--- config.mk ---
export PLATFORM = sky130hd
export DESIGN_NAME = arb2_dec_ctrl
export DESIGN_NICKNAME = d
export VERILOG_FILES = /design/src/rtl/arb2_dec_ctrl.sv
export SDC_FILE = /design/constraint.sdc
export NUM_CORES = 1
export LEC_CHECK = 0
export ABC_CLOCK_PERIOD_IN_PS = 4100
export BUFFER_PORTS_ARGS = -buffer_cell sky130_fd_sc_hd__buf_2
export CAP_MARGIN = 5
export CORE_AREA = 3 3 40 42
export DETAILED_ROUTE_END_ITERATION = 10
export DIE_AREA = 0 0 43 45
export GPL_ROUTABILITY_DRIVEN = 0
export HOLD_SLACK_MARGIN = 0.03
export SKIP_LAST_GASP = 1
export SLEW_MARGIN = 20
export SYNTH_ARGS = -nofsm -noshare
export SYNTH_HDL_FRONTEND = slang
export SYNTH_SLANG_ARGS = --single-unit
--- constraint.sdc ---
create_clock -name clk -period 4.1 [get_ports clk]
set_clock_uncertainty 0.1 [all_clocks]
set_input_delay 0.615 -clock clk [delete_from_list [all_inputs] [get_ports clk]]
set_output_delay 0.615 -clock clk [all_outputs]
set_load 0.01 [all_outputs]
--- src/rtl/arb2_dec_ctrl.sv ---
// Two-requester round-robin arbiter driving a one-hot 1-to-2 decoder select.
// Optional hold-time preemption is enabled by defining ARB2_PREEMPT_EN.
module arb2_dec_ctrl #(
  parameter int unsigned HOLD_MAX = 8
) (
  input  logic       clk,
  input  logic       rst_n,
  input  logic [1:0] req,
  output logic [1:0] gnt,
  output logic       sel,
  output logic       busy,
  output logic       preempt
);

  typedef enum logic [1:0] {
    IDLE = 2'd0,
    GNT0 = 2'd1,
    GNT1 = 2'd2
  } state_t;

  state_t     state;
  state_t     state_nxt;
  logic [1:0] gnt_nxt;
  logic       sel_nxt;
  logic       busy_nxt;

  generate
    if (HOLD_MAX < 1 || HOLD_MAX > 15) begin : g_hold_range
      $error("arb2_dec_ctrl: HOLD_MAX must be in 1..15");
    end
  endgenerate

`ifdef ARB2_PREEMPT_EN
  localparam int unsigned CNT_W = 4;
  localparam logic [CNT_W-1:0] CNT_SAT   = CNT_W'(15);
  localparam logic [CNT_W-1:0] HOLD_LAST = CNT_W'(HOLD_MAX - 1);

  logic [CNT_W-1:0] cnt;
  logic [CNT_W-1:0] cnt_nxt;
  logic             preempt_nxt;
`endif

  // Next-state and registered-output decode
  always_comb begin
    state_nxt = state;
`ifdef ARB2_PREEMPT_EN
    cnt_nxt     = '0;
    preempt_nxt = 1'b0;
`endif
    case (state)
      IDLE: begin
        case (req)
          2'b01:   state_nxt = GNT0;
          2'b10:   state_nxt = GNT1;
          2'b11:   state_nxt = sel ? GNT0 : GNT1;
          default: state_nxt = IDLE;
        endcase
      end
      GNT0: begin
        if (!req[0]) begin
          state_nxt = IDLE;
`ifdef ARB2_PREEMPT_EN
        end else if (cnt == HOLD_LAST && req[1]) begin
          state_nxt   = IDLE;
          preempt_nxt = 1'b1;
        end else begin
          cnt_nxt = (cnt == CNT_SAT) ? cnt : cnt + CNT_W'(1);
`endif
        end
      end
      GNT1: begin
        if (!req[1]) begin
          state_nxt = IDLE;
`ifdef ARB2_PREEMPT_EN
        end else if (cnt == HOLD_LAST && req[0]) begin
          state_nxt   = IDLE;
          preempt_nxt = 1'b1;
        end else begin
          cnt_nxt = (cnt == CNT_SAT) ? cnt : cnt + CNT_W'(1);
`endif
        end
      end
      default: state_nxt = IDLE;
    endcase

    gnt_nxt  = {state_nxt == GNT1, state_nxt == GNT0};
    busy_nxt = |gnt_nxt;
    case (state_nxt)
      GNT0:    sel_nxt = 1'b0;
      GNT1:    sel_nxt = 1'b1;
      default: sel_nxt = sel;
    endcase
  end

  // State and output registers; the decoded grant updates on the sampling edge
  always_ff @(posedge clk or negedge rst_n) begin
    if (!rst_n) begin
      state <= IDLE;
      gnt   <= 2'b00;
      sel   <= 1'b0;
      busy  <= 1'b0;
`ifdef ARB2_PREEMPT_EN
      cnt     <= '0;
      preempt <= 1'b0;
`endif
    end else begin
      state <= state_nxt;
      gnt   <= gnt_nxt;
      sel   <= sel_nxt;
      busy  <= busy_nxt;
`ifdef ARB2_PREEMPT_EN
      cnt     <= cnt_nxt;
      preempt <= preempt_nxt;
`endif
    end
  end

`ifndef ARB2_PREEMPT_EN
  assign preempt = 1'b0;
`endif

endmodule

==> qor.yml <==
setup_path:
  end_kind: "register"
  crit_fanout: 4
  cp-start-kind: "input pin"
  worstPathArrival_ns: 1.61
  worstPathRequired_ns: 4.13
  criticalPathCategory: "input pin to register"
pwr:
  cellPowerDensity_mw_per_mm2: 583.4
  ir_drop_uv: 133.6
  p_leak_uw: 0.0001784
cells_and_area:
  seq_area_um2: 150.1
  num-nets-final: 35
  syn2layout_area_growth_pct: 26.70
  fillCellCount: 157
  final_layout_size_suffix_gt1_share_pct: 48.15
  multi_input_area_um2: 96.34
  n_antenna_cell: 0
sta:
  slew_viol_final: 0
  hold_viol: 0
  worst_slack_ns: 2.514
  fin_crit_ns: 1.586
  finalSetupTns_ns: 0
  finalCritPeriodShare_pct: 38.69
  rsz0062_at_grt: "false"
  finalSetupViolCount: 0
  fmax_mhz: 630.4
global_routing:
  track_usage_pct: 5.789
  grt_pass1_vias: 157
  antenna_found_initial: 0
  grt_overflow_total: 0
  grt_max_degree: 7
  grt_pass1_wl_um: 662
yosys:
  synth_top_area_share_pct: 58.25
  yosys_register_bits: 6
  postSynthAreaPerCell_um2: 14.32
  synth_nets: 24
  synthCells: 18
  yosys.area.top_type: "dfrtp_1"
  yosys_warnings: 0
  synthTopCellsByArea: "dfrtp_1 58%, ha_1 9.7%, mux2_4 5.8%, nand2b_4 5.3%, nor2b_4 5.3%"
  netlist_area_um2: 257.7
  ys_seq_area_share_pct: 58.25
  yosys.cell_types.count: 12
drt:
  wl_per_cell_um: 9.571
  vias_per_cell: 3.595
  drc: 0
  via_count: 151
  ant_nets: 0
  wirelength_um: 402
  drtIter0Drc: 1
  first_pass_iters: 2
cts:
  cts_root_buf: "clkbuf_4"
  clk_latency_ns: 0.24
  clkTransAtPathRegs_ns: 0.04
  post_cts_resized: 0
  cts_setup_buffers: 0
  cts_tree: "built"
  cts_hold_buffers: 0
  clk_path_buf_depth: 2
  cts_made_buffers: 3
  cts_num_sinks: 6
  htree_levels: 1
run_status:
  status: "completed"
floorplanning:
  die_w_um: 43
  rows: 13
  ios: 9
  die_h_um: 45
  core_region_area_mm2: 0.001285
  start_util_pct: 20.06
  die-area_mm2: 0.001935
flow_run:
  drv_cap: 0
placed_design:
  numPortBuffers: 7
  pre_cts_slack_ns: 2.262
min_path:
  hold_path.class: "input pin to asynchronous set/reset pin"
==> registers in the layout, indices dropped and copies added, names as in the netlist <==
register	cells
sel	1
gnt	2
state	2
busy	1
==> cells in the final DEF (no fill, tap or decap), drive strengths merged <==
master / netlist / final
nand2b: 1 / 1
a21o: 1 / 1
clkbuf: 0 / 3
ha: 2 / 2
o21a: 1 / 1
a21oi: 1 / 1
buf: 1 / 7
dfrtp: 6 / 6
conb: 1 / 1
inv: 1 / 1
o21ai: 1 / 1
mux2: 1 / 1
nor2b: 1 / 1
==> routing by layer <==
| metal | GRT usage, % | wire length (µm) |
|---|---|---|
| met5 | 0 | 0 |
| met4 | 7.229 | 4 |
| met3 | 5.976 | 46 |
| met2 | 6.587 | 185 |
| met1 | 4.926 | 165 |
==> area by class of cell <==
class                           count  share of cell area [%]
Multi-Input combinational cell     10                   29.50
Inverter                            1                   1.149
Timing Repair Buffer                7                   10.73
Clock buffer                        3                   6.897
Tap cell                           15                   5.747
Sequential cell                     6                   45.98
==> worst max-delay path, cell delays in order <==
cell and delay, ns:
buf_2 0.10, nor2b_4 0.12, a21oi_1 0.19, ha_1 0.29
mux2_4 0.30
==> cells in the mapped netlist (all sizes together) <==
cell / count
dfrtp: 6
ha: 2
a21o: 1
a21oi: 1
buf: 1
conb: 1
inv: 1
mux2: 1
nand2b: 1
nor2b: 1
o21a: 1
o21ai: 1
==> where the power goes <==
group / switching [µW] / internal [µW]
Clock: 21.0 / 33.1
Combinational: 23.5 / 27.5
Sequential: 10.7 / 74.9
==> per-stage QoR <==
step	hold WS, ns	power (µW)	instances	cell area [µm²]	util [%]
after floorplan	0.2194	119.6	18	257.7	-
after global placement	0.3442	137.4	39	304.0	23.66
after detailed placement	0.3488	138.1	39	304.0	23.66
after CTS	0.07906	196.3	42	326.6	25.41
after global routing	0.07527	207.5	42	326.6	25.41
final	0.08639	190.5	42	326.6	25.41
==> cells by family after synthesis <==
family,after synthesis,share of synthesized area [%]
simple gates,2,10.68
flops,6,58.25
other cells,1,1.455
mux,1,5.824
fa+ha+maj,2,9.707
compound gates,4,9.707
buf+inv,2,4.369
==> path summary, 6_finish.rpt <==
path	endpoint	cells past startpoint	startpoint	slack (ns)
min in group clk	state[1]	2	state[0]	0.45
setup reg to reg	sel	4	state[0]	2.63
max in group asynchronous	state[0]	1	rst_n	3.67
hold reg to reg	state[1]	2	state[0]	0.45
setup / recovery	sel	5	req[0]	2.51
hold / removal	state[1]	1	rst_n	0.09
No activity file was read; power rests on OpenSTA's default activity.
